==> src/rtl/tec8_datapath_if.sv <==
// External memory port of the TEC-8 datapath: address/write data/write enable out, read data in.
// The datapath is the master; the memory model or controller-side glue is the slave.
interface tec8_datapath_if #(parameter int W = 8);
  logic [W-1:0] mem_addr;
  logic [W-1:0] mem_wdata;
  logic         mem_we;
  logic [W-1:0] mem_rdata;

  modport master (output mem_addr, output mem_wdata, output mem_we, input mem_rdata);
  modport slave  (input mem_addr, input mem_wdata, input mem_we, output mem_rdata);
endinterface

==> src/rtl/tec8_datapath.sv <==
// TEC-8 execution datapath: 4x8 register file, 74181-style ALU, PC/AR/IR and C/Z flags.
// All state loads at the t3 rising edge; reads, ALU, dbus and memory port are combinational.
module tec8_datapath #(
  parameter int W    = 8,
  parameter int NREG = 4
) (
  input  logic          t3,
  input  logic          clr,
  input  logic          drw,
  input  logic          lpc,
  input  logic          lar,
  input  logic          pcinc,
  input  logic          pcadd,
  input  logic          arinc,
  input  logic          lir,
  input  logic          ldc,
  input  logic          ldz,
  input  logic          memw,
  input  logic          selctl,
  input  logic [3:0]    s,
  input  logic          m,
  input  logic          cin,
  input  logic          abus,
  input  logic          sbus,
  input  logic          mbus,
  input  logic          sel3,
  input  logic          sel2,
  input  logic          sel1,
  input  logic          sel0,
  input  logic [W-1:0]  sw_data,
  output logic [W-1:0]  ir,
  output logic          c,
  output logic          z,
  output logic [W-1:0]  pc,
  output logic [W-1:0]  ar,
  output logic [W-1:0]  dbus,
  output logic [W-1:0]  reg_a,
  output logic [W-1:0]  reg_b,
  output logic          bus_err,
  tec8_datapath_if.master mem
);

  logic [W-1:0] rf [NREG];
  logic [1:0]   sel_a;
  logic [1:0]   sel_b;
  logic [W-1:0] alu_res;
  logic         alu_cy;
  logic [W:0]   sum;
  logic         bus_conflict;

  assign sel_a = selctl ? {sel3, sel2} : ir[3:2];
  assign sel_b = selctl ? {sel1, sel0} : ir[1:0];
  assign reg_a = rf[sel_a];
  assign reg_b = rf[sel_b];

  // Only the four listed arithmetic encodings are decoded; everything else passes A through.
  always_comb begin
    alu_res = reg_a;
    alu_cy  = 1'b0;
    sum     = '0;
    if (m) begin
      case (s)
        4'b1111: alu_res = reg_a;
        4'b1010: alu_res = reg_b;
        4'b1011: alu_res = reg_a & reg_b;
        4'b0110: alu_res = reg_a ^ reg_b;
        4'b1110: alu_res = reg_a | reg_b;
        4'b0000: alu_res = ~reg_a;
        default: alu_res = reg_a;
      endcase
    end else begin
      case ({s, cin})
        5'b1001_1: sum = {1'b0, reg_a} + {1'b0, reg_b};
        5'b0110_0: sum = {1'b0, reg_a} + {1'b0, ~reg_b} + {{W{1'b0}}, 1'b1};
        5'b0000_0: sum = {1'b0, reg_a} + {{W{1'b0}}, 1'b1};
        5'b1111_1: sum = {1'b0, reg_a} + {1'b0, {W{1'b1}}};
        default:   sum = {1'b0, reg_a};
      endcase
      alu_res = sum[W-1:0];
      alu_cy  = sum[W];
    end
  end

  always_comb begin
    dbus = '0;
    if (abus)      dbus = alu_res;
    else if (mbus) dbus = mem.mem_rdata;
    else if (sbus) dbus = sw_data;
  end

  assign bus_conflict  = (abus & mbus) | (abus & sbus) | (mbus & sbus);
  assign mem.mem_addr  = lir ? pc : ar;
  assign mem.mem_wdata = dbus;
  assign mem.mem_we    = memw;

  always_ff @(posedge t3 or negedge clr) begin
    if (!clr) begin
      for (int i = 0; i < NREG; i++) rf[i] <= '0;
      pc      <= '0;
      ar      <= '0;
      ir      <= '0;
      c       <= 1'b0;
      z       <= 1'b0;
      bus_err <= 1'b0;
    end else begin
      if (drw) rf[sel_a] <= dbus;
      if (lir) ir <= mem.mem_rdata;
      // pcadd uses the pre-edge ir even when lir loads a new one at the same edge.
      if (lpc)        pc <= dbus;
      else if (pcadd) pc <= pc + {{(W-4){ir[3]}}, ir[3:0]};
      else if (pcinc) pc <= pc + {{(W-1){1'b0}}, 1'b1};
      if (lar)        ar <= dbus;
      else if (arinc) ar <= ar + {{(W-1){1'b0}}, 1'b1};
      if (ldc) c <= alu_cy;
      if (ldz) z <= (alu_res == '0);
      if (bus_conflict) bus_err <= 1'b1;
    end
  end

endmodule
==> src/flat_wrapper.sv <==
// flat-port wrapper written by rule: the top's interface ports become plain ports
module tec8_datapath_flat 
#(
  parameter int W    = 8,
  parameter int NREG = 4
)
  (t3, clr, drw, lpc, lar, pcinc, pcadd, arinc, lir, ldc, ldz, memw, selctl, s, m, cin, abus, sbus, mbus, sel3, sel2, sel1, sel0, sw_data, ir, c, z, pc, ar, dbus, reg_a, reg_b, bus_err, mem_mem_addr, mem_mem_wdata, mem_mem_we, mem_mem_rdata);
  tec8_datapath_if #(.W(W)) mem_i ();
  input  logic t3;
  input  logic clr;
  input  logic drw;
  input  logic lpc;
  input  logic lar;
  input  logic pcinc;
  input  logic pcadd;
  input  logic arinc;
  input  logic lir;
  input  logic ldc;
  input  logic ldz;
  input  logic memw;
  input  logic selctl;
  input  logic [3:0] s;
  input  logic m;
  input  logic cin;
  input  logic abus;
  input  logic sbus;
  input  logic mbus;
  input  logic sel3;
  input  logic sel2;
  input  logic sel1;
  input  logic sel0;
  input  logic [W-1:0] sw_data;
  output logic [W-1:0] ir;
  output logic c;
  output logic z;
  output logic [W-1:0] pc;
  output logic [W-1:0] ar;
  output logic [W-1:0] dbus;
  output logic [W-1:0] reg_a;
  output logic [W-1:0] reg_b;
  output logic bus_err;
  output wire logic [$bits(mem_i.mem_addr)-1:0] mem_mem_addr;
  output wire logic [$bits(mem_i.mem_wdata)-1:0] mem_mem_wdata;
  output wire logic [$bits(mem_i.mem_we)-1:0] mem_mem_we;
  input wire logic [$bits(mem_i.mem_rdata)-1:0] mem_mem_rdata;
  assign mem_mem_addr = mem_i.mem_addr;
  assign mem_mem_wdata = mem_i.mem_wdata;
  assign mem_mem_we = mem_i.mem_we;
  assign mem_i.mem_rdata = mem_mem_rdata;
  tec8_datapath #(.W(W), .NREG(NREG)) u_core (.t3(t3), .clr(clr), .drw(drw), .lpc(lpc), .lar(lar), .pcinc(pcinc), .pcadd(pcadd), .arinc(arinc), .lir(lir), .ldc(ldc), .ldz(ldz), .memw(memw), .selctl(selctl), .s(s), .m(m), .cin(cin), .abus(abus), .sbus(sbus), .mbus(mbus), .sel3(sel3), .sel2(sel2), .sel1(sel1), .sel0(sel0), .sw_data(sw_data), .ir(ir), .c(c), .z(z), .pc(pc), .ar(ar), .dbus(dbus), .reg_a(reg_a), .reg_b(reg_b), .bus_err(bus_err), .mem(mem_i));
endmodule
==> config.mk <==
export PLATFORM = sky130hd
export DESIGN_NAME = tec8_datapath_flat
export DESIGN_NICKNAME = d
export VERILOG_FILES = /design/src/rtl/tec8_datapath_if.sv /design/src/rtl/tec8_datapath.sv /design/src/flat_wrapper.sv
export SDC_FILE = /design/constraint.sdc
export NUM_CORES = 1
export LEC_CHECK = 0
export ABC_AREA = 1
export ABC_CLOCK_PERIOD_IN_PS = 3400
export BUFFER_PORTS_ARGS = -buffer_cell sky130_fd_sc_hd__buf_4
export CAP_MARGIN = 10
export CORE_MARGIN = 3
export CORE_UTILIZATION = 52
export DETAILED_ROUTE_END_ITERATION = 16
export PLACE_DENSITY = 0.86
export SLEW_MARGIN = 20
export SYNTH_ARGS = -nofsm -noshare
export SYNTH_HDL_FRONTEND = slang
export SYNTH_SLANG_ARGS = --single-unit
==> constraint.sdc <==
create_clock -name t3 -period 3.4 [get_ports t3]
set_input_delay 0.17 -clock t3 [delete_from_list [all_inputs] [get_ports t3]]
set_output_delay 0.17 -clock t3 [all_outputs]
set_load 0.01 [all_outputs]
After elaboration in Yosys (flattened, before gate mapping)
Cells that the tools add are included.
- logic and storage cells: 70
- flip-flop bits (word level): 59
- output and inout port bits: 68
- add/sub/neg operators: 8
- order comparisons: 3
- bitwise operators: 12
- reduce and logical (&&, ||, !) cells: 6
- eq/ne operators: 7
- multiplexer cells: 24
- operator list (operator ; number):
    $mux 8 ; 15
    $pmux 8 s5 ; 1
    $pmux 9 s4 ; 1
    $bmux 8 s2 ; 2
    $bwmux 32 ; 1
    $add 8x8->9 ; 2
    $add 8x1->8 const B ; 2
    $demux 8 s2 ; 1
    $not 8->8 ; 2
    $eq 4x4->1 const B ; 3
    $eq 5x5->1 const B ; 2
    $add 8x1->9 const B ; 1
    $add 8x8->9 const B ; 1
    $add 9x1->9 const B ; 1
    $add 8x8->8 ; 1
    $and 8x8->8 ; 1
    $logic_not 8->1 ; 1
    $or 8x8->8 ; 1
    $xor 8x8->8 ; 1
    $ge 3x3->1 const B ; 2
    $not 2->3 ; 2
    $eq 5x4->1 const B ; 1
    $logic_not 5->1 ; 1
    $eq 4x3->1 const B ; 1
    other kinds (9) ; 13

Depth between registers and ports, before layout
Gate-level depths: netlist of the first run.
- word-level depth: 12
- depth in mapped cells: 27
- depth with buffers taken out: 25

Worst setup path before layout of the first run
No wires, ideal clock.
- path type: register to output
- from: reg u_core.ir[3]
- to: out mem_mem_wdata[6]
- arrival: 3.281 ns
- slack: -0.051 ns
- required time: 3.230 ns
- path buffers: 1
- stages on the path, launching flop included: 25
- cell sequence: dfrtp_1 > inv_1 > o21ai_2 > nor2_1 > inv_1 > nor2_1 > a21oi_2 > inv_1 > nor2_1 > ha_1 > inv_1 > fa_1 > o221ai_1 > nand2_1 > nand2_1 > a21oi_1 > nand2_1 > nand2_1 > o21ai_0 > inv_1 > nand2_1 > nand2_1 > nand3_2 > and2_1 > buf_4
- word-level cells in the longest chain between the ends: 10
- ends and longest elaborated chain (item ; line ; source):
    start, declared ; tec8_datapath.sv:31 ; output logic [W-1:0] ir,
    start signal, assigned ; tec8_datapath.sv:107 ; if (lir) ir <= mem.mem_rdata;
    $mux 2 * ; tec8_datapath.sv:51 ; assign sel_a = selctl ? {sel3, sel2} : ir[3:2];
    $not 2->3 (implied by the code) * ; tec8_datapath.sv:53 ; assign reg_a = rf[sel_a];
    $bmux 8 s2 * ; tec8_datapath.sv:53 ;
    $mux 8 (implied by the code) * (2 in series) ; tec8_datapath.sv:53 ;
    named net reg_a[0] ; flat_wrapper.sv:39 ; output logic [W-1:0] reg_a;
    $add 8x8->9 ; tec8_datapath.sv:74 ; 5'b0110_0: sum = {1'b0, reg_a} + {1'b0, ~reg_b} + {{W{1'b0}}, 1'b1};
    $add 9x1->9 ; tec8_datapath.sv:74 ;
    $pmux 9 s4 * ; tec8_datapath.sv:72 ; case ({s, cin})
    $mux 8 * ; tec8_datapath.sv:61 ; if (m) begin
    $mux 8 * ; tec8_datapath.sv:86 ; if (abus) dbus = alu_res;
    end, declared ; flat_wrapper.sv:43 ; output wire logic [$bits(mem_i.mem_wdata)-1:0] mem_mem_wdata;
Mark *: on every way through the listed nets, which the timed path passes. The rest lies on a longest branch. The select of a mux whose other input is x is not followed.

Final worst setup path of the first run
- from: reg u_core.ir[0]
- to: reg u_core.c
- word-level cells in the longest chain between the ends: 10
- ends and longest elaborated chain (item ; line ; source):
    $mux 2 * ; tec8_datapath.sv:52 ; assign sel_b = selctl ? {sel1, sel0} : ir[1:0];
    $not 2->3 (implied by the code) * ; tec8_datapath.sv:54 ; assign reg_b = rf[sel_b];
    $bmux 8 s2 * ; tec8_datapath.sv:54 ;
    $mux 8 (implied by the code) * (2 in series) ; tec8_datapath.sv:54 ;
    $not 8->8 ; tec8_datapath.sv:74 ;
    $add 8x8->9 ; tec8_datapath.sv:74 ;
    $add 9x1->9 ; tec8_datapath.sv:74 ;
    $pmux 9 s4 * ; tec8_datapath.sv:72 ;
    $mux 1 * ; tec8_datapath.sv:61 ;
    end signal, assigned ; tec8_datapath.sv:114 ; if (ldc) c <= alu_cy;
    end, declared ; tec8_datapath.sv:32 ; output logic c,
Mark *: on every way between the ends. The rest lies on a longest branch, timed or not. The select of a mux whose other input is x is not followed.
A chain may end at the register's enable or synchronous reset.

==> results.cfg, run 1 <==
[global_routing]
antenna_found_initial = 0
grt_start_max_net_pins = 60
overflow = 0
grt_use_total_pct = 31.87
grt_pass1_vias = 6239
grt_pass1_wl_mm = 29.86

[power]
pwr-share-clk_pct = 13.7
p_switching_mw = 1.820
switching_share_pct = 45.62
p_int_mw = 2.169
share_comb_of_total_power_pct = 60.6
p_per_area_nw_per_um2 = 544.1
p_leak_nw = 3.900
ir_drop_v = 0.0003444
seq_power_share_pct = 25.7

[critical_path]
critPathArrivalTime_ns = 3.91
critPathLaunchType = register
crit_fanout = 4
r2r-start = u_core.ir[0]
required_ns = 3.64
rr_endpoint = u_core.c
crit_path_end_kind = register
endpoint = u_core.c
critPathLaunch = u_core.ir[0]
reg2reg_slack_ns = -0.27
critical_path_class = register to register
reg2reg_depth = 25

[cts]
root_buffer = clkbuf_8
clock_latency_ns = 0.34
numClockSinks = 59
cts-htree-levels = 3
cts_tree = built
cts_buffer_depth = 2
cts.clk_slew.worst_paths_ns = 0.06
numCtsBuffers = 9

[routing]
first_iter_violations = 575
wl_per_cell_um = 17.31
drc = 0
vias = 6643
drtAntennaViolNets = 0
via_per_inst = 5.837
first_pass_iters = 6
wirelength_mm = 19.70

[sta]
setup_viol = 14
fmax_ghz = 0.2724
worst_pin_slew_ns = 0.7706
drv_slew = 0
relSlewSlack_pct = 48.62
fin_ws_ns = -0.2708
finalCriticalPeriod_ns = 3.671
period_share_pct = 108.0
fin_skew_ns = 0.006452
grt_setup_unrepaired = yes
hold_viol_final = 0

[outcome]
violations = setup timing
status = finished with violations

[logic_synthesis]
yosys-top-cells-area = dfrtp_1, nand2_1, ha_1
synth_top_area_cell = dfrtp_1
synth_top_cell_area_share_pct = 26.41
ys_async_sr_fraction_pct = 100.0
yosys_warnings = 0
synth_edf_count = 0
ys_seq_area_share_pct = 26.41
netlist_top_cells_count = nand2_1, inv_1, nand3_1, dfrtp_1, o21ai_0
avgSynthCellArea_um2 = 6.639
yosysMostFrequentCell = nand2_1
synthDistinctLibCells = 50
synth_ff_type = dfrtp_1
synth_cells = 842
netlist_area_um2 = 5590
synth-seq-cells = 59
syn-num-nets = 923

[cells_and_area]
nets = 1082
layout-drive-gt1-share_pct = 28.94
stdcell_area_um2 = 7332
n_antenna_cell = 0
fillCellCount = 844
syn2layout_area_growth_pct = 31.15

[floorplan]
io_pins = 110
die_area_um2 = 12030
start_util_pct = 53.91
core-area_um2 = 10370
die_y_um = 109.7
rows = 37
die_w_um = 109.7

[place]
pre_cts_ws_ns = 0.05976
dp_hpwl_mm = 13.78
placed_area_um2 = 6583
port_buffers = 107
place_congestion = 0.9740

[hold_path]
hold_path_class = input port to register
holdPathStages = 3

[job]
cap_violations = 0
==> stage by stage <==
stage / power, mW / cells / hold WS [ns] / TNS, ns / util (%)
2_1_floorplan: 2.285 / 842 / -0.1256 / 0 / -
3_3_place_gp: 2.950 / 1086 / 0.2820 / 0 / 63.48
3_5_place_dp: 2.997 / 1086 / 0.2840 / 0 / 63.48
4_1_cts: 3.730 / 1124 / 0.05406 / -0.04496 / 68.36
5_1_grt: 4.249 / 1138 / 0.06096 / -5.201 / 70.70
6_report: 3.990 / 1138 / 0.06518 / -2.171 / 70.70
==> how the worst min path moves through the flow <==
stage                startpoint             end  slack, ns
2_1_floorplan               clr    u_core.ar[0]      -0.13
3_3_place_gp                clr    u_core.ir[5]       0.28
3_5_place_dp                clr    u_core.ar[7]       0.28
4_1_cts                    sbus  u_core.bus_err       0.05
5_1_grt        mem_mem_rdata[1]    u_core.ir[1]       0.06
6_report                   sbus  u_core.bus_err       0.07
==> registers in the layout, summed over array words and instances, names as in the netlist <==
name and cells:
u_core.ir 8, u_core.bus_err 1, u_core.c 1, u_core.rf 32
u_core.z 1, u_core.pc 8, u_core.ar 8
==> area by class of cell <==
cell class	instances	area, µm²	area share (%)
Clock buffer	12	155.1	2.116
Inverter	115	436.7	5.956
Multi-Input combinational cell	644	3751	51.16
Sequential cell	59	1476	20.14
Tap cell	136	170.2	2.321
Timing Repair Buffer	172	1343	18.31
==> cell usage in the layout, fill, tap and decap left out, types with 12 or more instances in the layout <==
master / n
nor2_2: 12
buf_4: 158
o21ai_1: 14
o21ai_0: 50
nor2_1: 42
buf_6: 13
ha_1: 32
dfrtp_1: 59
nand2_1: 257
a21oi_1: 27
nand3_1: 66
nand2_2: 28
inv_1: 99
==> power by group through the flow <==
stage	sequential (mW)	clock (mW)	combinational, mW
6_report	1.03	0.545	2.42
5_1_grt	1.04	0.581	2.63
4_1_cts	1.01	0.547	2.17
3_5_place_dp	1.02	0	1.98
3_3_place_gp	1.02	0	1.93
2_1_floorplan	1.00	0	1.28
==> metal layers <==
| metal | vias up | routed length, µm | track usage, % |
|---|---|---|---|
| met5 | - | 0 | 0 |
| li1 | 3062 | - | - |
| met3 | 90 | 1870 | 6.048 |
| met4 | 0 | 876 | 16.56 |
| met1 | 3018 | 7586 | 38.63 |
| met2 | 473 | 9362 | 53.71 |
==> critical path, stage by stage (launching register included) <==
cell and delay [ns]:
dfrtp_1 0.41, buf_4 0.15, inv_1 0.11, nand2_1 0.09
nand3_1 0.12, nand3_1 0.10, nand2_2 0.14, o21ai_0 0.10
ha_1 0.37, inv_2 0.12, o221ai_2 0.13, nand2_1 0.13
nand2_1 0.11, a21oi_2 0.20, nor2_2 0.06, buf_4 0.13
buf_4 0.12, buf_4 0.12, buf_4 0.12, buf_4 0.12
buf_4 0.12, o21a_1 0.16, o21ai_1 0.12, nand2_1 0.07
nand2_1 0.06, nand2_1 0.05
==> what timing repair did <==
| item | CTS | global route |
|---|---|---|
| gates resized for setup | 43 | 37 |
| hold buffers | 1 | 0 |
| endpoints found under the setup margin | 12 | 32 |
| setup buffers | 25 | 16 |
| hold endpoints to repair | 59 | 0 |
| pin swaps | 20 | 20 |
==> kinds of logic after synthesis <==
kind of cell,after synthesis,synth area share (%)
compound gates,148,16.63
xor+xnor,6,0.9402
fa+ha+maj,39,8.997
buf+inv,139,10.88
flops,59,26.41
mux,5,1.007
simple gates,446,35.14
No activity file was read; power rests on OpenSTA's default activity.
==> run 2, diff against run 1 <==
--- a/config.mk
+++ b/config.mk
@@ -13,6 +13,7 @@
 export CORE_UTILIZATION = 52
 export DETAILED_ROUTE_END_ITERATION = 16
 export PLACE_DENSITY = 0.86
+export SKIP_LAST_GASP = 1
 export SLEW_MARGIN = 20
 export SYNTH_ARGS = -nofsm -noshare
 export SYNTH_HDL_FRONTEND = slang
==> run 2 against run 1 <==
  * The flow still finishes with violations (setup timing)
  * Clock power is essentially flat
  * Critical path depth decreased by 4
  * Flip-flop and latch count did not move
  * Power rose by 0.41%
  * Global-route usage unchanged
  * Via count up 1.2%
  * Sequential share of layout area barely moved
  * First-iteration DRC count increased by 11%
  * Largest cell class unchanged
  * Largest power group unchanged
==> results.cfg, run 2 (synthesized netlist as in run 1, its figures left out) <==
[routing]
wl_per_cell_um = 17.66
vias = 6724
first_iter_violations = 641
drtAntennaViolNets = 0
drc = 0
wirelength_mm = 20.07
first_pass_iters = 8
via_per_inst = 5.914

[global_routing]
grt_start_max_net_pins = 60
grt_pass1_vias = 6239
grt_use_total_pct = 31.87
overflow = 0
grt_pass1_wl_mm = 29.86
antenna_found_initial = 0

[floorplan]
die_y_um = 109.7
core-area_um2 = 10370
io_pins = 110
start_util_pct = 53.91
die_area_um2 = 12030
die_w_um = 109.7
rows = 37

[critical_path]
critPathLaunchType = register
critical_path_class = register to output pin
crit_path_end_kind = output pin
crit_fanout = 9
reg2reg_slack_ns = -0.26
required_ns = 3.23
critPathArrivalTime_ns = 3.53

[cells_and_area]
layout-drive-gt1-share_pct = 29.17
n_antenna_cell = 0
syn2layout_area_growth_pct = 31.31
final_cell_mix = nand2_1, buf_4, inv_1
nets = 1081
top_register = u_core.rf
largest_register_ff_count = 32
final_common_cell = nand2_1

[power]
ir_drop_v = 0.0003430
p_per_area_nw_per_um2 = 545.7
power_mw = 4.006
p_leak_nw = 3.906

[sta]
setup_viol = 16
grt_setup_unrepaired = yes
relSlewSlack_pct = 48.42
drv_slew = 0
fin_ws_ns = -0.2960
hold_viol_final = 0
period_share_pct = 108.7
fin_skew_ns = 0.005361
worst_pin_slew_ns = 0.7737
finalCriticalPeriod_ns = 3.696
fmax_ghz = 0.2706
hold_slack_ns = 0.06587

[place]
place_congestion = 0.9740
pre_cts_ws_ns = 0.05976
port_buffers = 107
dp_hpwl_mm = 13.78

[hold_path]
hold_path_class = input port to register

[job]
cap_violations = 0

[cts]
cts_buffer_depth = 2
cts-htree-levels = 3
numCtsBuffers = 9
numClockSinks = 59
cts_tree = built
cts.clk_slew.worst_paths_ns = 0.06
root_buffer = clkbuf_8
clock_latency_ns = 0.34

[outcome]
violations = setup timing
status = finished with violations
run 2: path summary, 6_finish.rpt:
| check | from | end | depth (start not counted) |
|---|---|---|---|
| worst min-delay path | sbus | u_core.bus_err | 3 |
| max in group asynchronous | clr | u_core.rf[6] | 2 |
| worst max-delay path | u_core.ir[0] | dbus[4] | 21 |
| min in group asynchronous | clr | u_core.ar[7] | 2 |
| worst max register to register | u_core.ir[2] | u_core.c | 26 |
| worst min register to register | u_core.bus_err | u_core.bus_err | 1 |
run 2: cell type report:
cell class	count	area (µm²)
Clock buffer	12	155.1
Fill cell	840	3029
Inverter	115	436.7
Multi-Input combinational cell	644	3767
Sequential cell	59	1476
Tap cell	136	170.2
Timing Repair Buffer	171	1335
run 2: report_power, final:
group	switching (mW)	internal [mW]	total [mW]
logic	1.42	1.02	2.44
registers	0.164	0.859	1.02
clock network	0.259	0.288	0.547
run 2: timing repair:
item | CTS | global route
hold buffers | 1 | 0
gates resized for setup | 42 | 42
pin swaps | 20 | 20
setup endpoints to repair | 12 | 32
setup buffers | 25 | 16
endpoints found under the hold margin | 59 | 0
run 2: stage by stage:
| step | instances | TNS [ns] | instance area (µm²) | utilization, % |
|---|---|---|---|---|
| final | 1137 | -2.628 | 7341 | 70.79 |
| after global routing | 1137 | -8.824 | 7341 | 70.79 |
| after CTS | 1124 | -0.05151 | 7089 | 68.36 |
| after detailed placement | 1086 | 0 | 6583 | 63.48 |
| after global placement | 1086 | 0 | 6583 | 63.48 |
| after floorplan | 842 | 0 | 5593 | - |
run 2: routing by layer:
| layer | vias up | global-route usage, % | share of wire [%] |
|---|---|---|---|
| met1 | 3018 | 38.63 | 37 |
| met5 | - | 0 | 0 |
| met2 | 510 | 53.71 | 46 |
| met3 | 139 | 6.048 | 10 |
| li1 | 3057 | - | - |
| met4 | 0 | 16.56 | 5.9 |
run 2: critical path: stages, from the launching register on:
cell,delay (ns)
dfrtp_1,0.43
nand2_4,0.13
buf_6,0.15
nand3_1,0.10
nand3_1,0.10
and2_4,0.14
inv_1,0.06
nand2_1,0.09
ha_2,0.19
inv_2,0.04
fa_2,0.35
o221ai_2,0.28
nand2_1,0.12
buf_4,0.16
buf_6,0.11
nand2_4,0.04
nor2_2,0.05
a211oi_2,0.21
o21ai_2,0.09
nand2_2,0.12
a22oi_4,0.10
buf_6,0.14
==> run 3, diff against run 2 <==
--- a/config.mk
+++ b/config.mk
@@ -9,10 +9,12 @@
 export ABC_CLOCK_PERIOD_IN_PS = 3400
 export BUFFER_PORTS_ARGS = -buffer_cell sky130_fd_sc_hd__buf_4
 export CAP_MARGIN = 10
+export CELL_PAD_IN_SITES_DETAIL_PLACEMENT = 1
+export CELL_PAD_IN_SITES_GLOBAL_PLACEMENT = 2
 export CORE_MARGIN = 3
-export CORE_UTILIZATION = 52
+export CORE_UTILIZATION = 31
 export DETAILED_ROUTE_END_ITERATION = 16
-export PLACE_DENSITY = 0.86
+export PLACE_DENSITY = 0.93
 export SKIP_LAST_GASP = 1
 export SLEW_MARGIN = 20
 export SYNTH_ARGS = -nofsm -noshare
==> run 3 against run 2 <==
  * The run still ends with setup timing left
  * Combinational power up 5%
  * Largest power group unchanged
  * Global-route usage down 10 points
  * Sequential power about the same
  * Power up 16%
  * Sequential share of layout area down 1.6 points
  * Register-to-register slack better by 0.22 ns
==> results.cfg, run 3 (synthesized netlist as in run 1, its figures left out) <==
[outcome]
status = finished with violations
violations = setup timing

[place]
post-place-cells = 1190
pre_cts_ws_ns = 0.04481
port_buffers = 107
dp_hpwl_mm = 17.11
place_congestion = 0.9058

[critical_path]
rr_endpoint = u_core.rf[28]
endpoint = mem_mem_wdata[4]
r2r-start = u_core.ir[3]
required_ns = 3.23
crit_fanout = 4
critPathLaunch = u_core.ir[3]
cpMostUsedCell = inv_2
critPathArrivalTime_ns = 3.44
crit_path_end_kind = output pin
cp_num_buf_inv = 7
cpPeakStageDelay_ns = 0.35
crit_slowest_cell = dfrtp_1
critPathLaunchType = register
reg2reg_slack_ns = -0.04
cp.depth = 21
reg2reg_depth = 24
crit_family = compound AO/OA/AOI/OAI gates
critical_path_class = register to output pin
cp_cell_sequence = inv_2 -> o21ai_4 -> nor2_4 -> inv_2 -> nor2_2 -> a21oi_2 -> inv_2 -> nor2_4 -> ha_4 -> inv_2 -> fa_2 -> o221ai_2 -> buf_4 -> buf_4 -> nor2_1 -> nor2_1 -> a211oi_1 -> o21ai_2 -> nand2_2 -> a22oi_4 -> buf_6

[floorplan]
start_util_pct = 31.99
die_area_um2 = 19680
core-area_um2 = 17480
io_pins = 110
die_y_um = 140.3
die_w_um = 140.3
rows = 48

[routing]
vias = 6550
drtAntennaViolNets = 0
first_pass_iters = 5
wl_per_cell_um = 18.32
first_iter_violations = 279
drc = 0
via_per_inst = 5.190
wirelength_mm = 23.12

[sta]
grt_setup_unrepaired = yes
fin_ws_ns = -0.2083
fin_skew_ns = 0.005994
relSlewSlack_pct = 46.01
drv_slew = 0
hold_viol_final = 0
finalCriticalPeriod_ns = 3.608
setup_tns_ns = -1.588
setup_viol = 15
period_share_pct = 106.1
worst_pin_slew_ns = 0.8099
fmax_ghz = 0.2771

[cells_and_area]
n_antenna_cell = 0
final_cell_mix = nand2_1, buf_4, inv_1
final_common_cell = nand2_1
layout-drive-gt1-share_pct = 33.46
top_register = u_core.rf
fillCellCount = 2255
syn2layout_area_growth_pct = 42.75
instances_no_fill = 1262
largest_register_ff_count = 32
nets = 1113

[cts]
cts-htree-levels = 3
cts_buffer_depth = 2
root_buffer = clkbuf_16
cts.clk_slew.worst_paths_ns = 0.05
numCtsBuffers = 9
cts_tree = built
clock_latency_ns = 0.34
numClockSinks = 59

[global_routing]
grt_pass1_wl_mm = 34.58
antenna_found_initial = 0
overflow = 0
grt_pass1_vias = 6526
grt_start_max_net_pins = 60
grt_use_total_pct = 21.81

[power]
p_leak_nw = 4.154
p_per_area_nw_per_um2 = 582.3
ir_drop_v = 0.0002766
power_mw = 4.647

[job]
cap_violations = 0

[hold_path]
hold_path_class = input port to register
[run 3: worst min path at each step]
stage / cells after the start / endpoint / slack [ns] / from
6_report: 3 / u_core.bus_err / 0.07 / sbus
5_1_grt: 2 / u_core.ir[6] / 0.08 / mem_mem_rdata[6]
4_1_cts: 3 / u_core.bus_err / 0.06 / sbus
3_5_place_dp: 1 / u_core.ir[5] / 0.30 / clr
3_3_place_gp: 1 / u_core.ir[5] / 0.30 / clr
2_1_floorplan: 0 / u_core.ar[0] / -0.13 / clr
[run 3: cell type report]
type                       count  area (µm²)  area share [%]
clock buffer                  11       242.7           3.042
tap                          225       281.5           3.528
multi-input combinational    644        3844           48.17
clock inverter                 5       100.1           1.254
inverter                     115       436.7           5.472
sequential                    59        1476           18.50
timing repair buffer         203        1599           20.04
[run 3: what timing repair did]
| item | CTS | global route |
|---|---|---|
| pin swaps | 14 | 25 |
| endpoints found under the hold margin | 59 | 0 |
| setup buffers | 16 | 40 |
| resized for setup | 32 | 89 |
| gates cloned | 1 | 0 |
| hold buffers | 1 | 0 |
| endpoints found under the setup margin | 12 | 34 |
[run 3: layer usage]
layer / routed length (µm) / GRT usage [%]
met5: 0 / 0
met1: 9983 / 28.21
met4: 622 / 4.895
met3: 1101 / 3.517
met2: 11410 / 38.23
[run 3: worst register-to-register path, stage by stage, from the launching register on]
cell	delay, ns
dfrtp_1	0.35
inv_2	0.07
o21ai_4	0.22
nor2_4	0.07
inv_2	0.06
nor2_2	0.04
a21oi_2	0.19
inv_2	0.08
nor2_4	0.13
ha_4	0.16
inv_2	0.04
fa_2	0.35
o221ai_2	0.22
buf_4	0.14
buf_4	0.09
nor2_1	0.04
nor2_1	0.16
a211oi_1	0.08
o21ai_2	0.09
nand2_2	0.13
a22oi_4	0.25
buf_6	0.14
buf_4	0.14
nand2_1	0.06
nand2_1	0.07
[run 3: report_power, final]
group / leakage, nW / internal, mW / switching (mW) / total (mW)
Clock: 0.169 / 0.733 / 0.330 / 1.06
Combinational: 3.26 / 1.10 / 1.45 / 2.55
Sequential: 0.727 / 0.860 / 0.178 / 1.04
Total: 4.15 / 2.69 / 1.95 / 4.65
[run 3: per-stage QoR]
step / hold WS [ns] / cell area (µm²) / utilization, %
after CTS: 0.06282 / 7388 / 42.28
final: 0.07374 / 7980 / 45.66
after global placement: 0.2992 / 6807 / 38.95
after global routing: 0.08005 / 7980 / 45.66
after detailed placement: 0.3018 / 6807 / 38.95
after floorplan: -0.1256 / 5593 / -
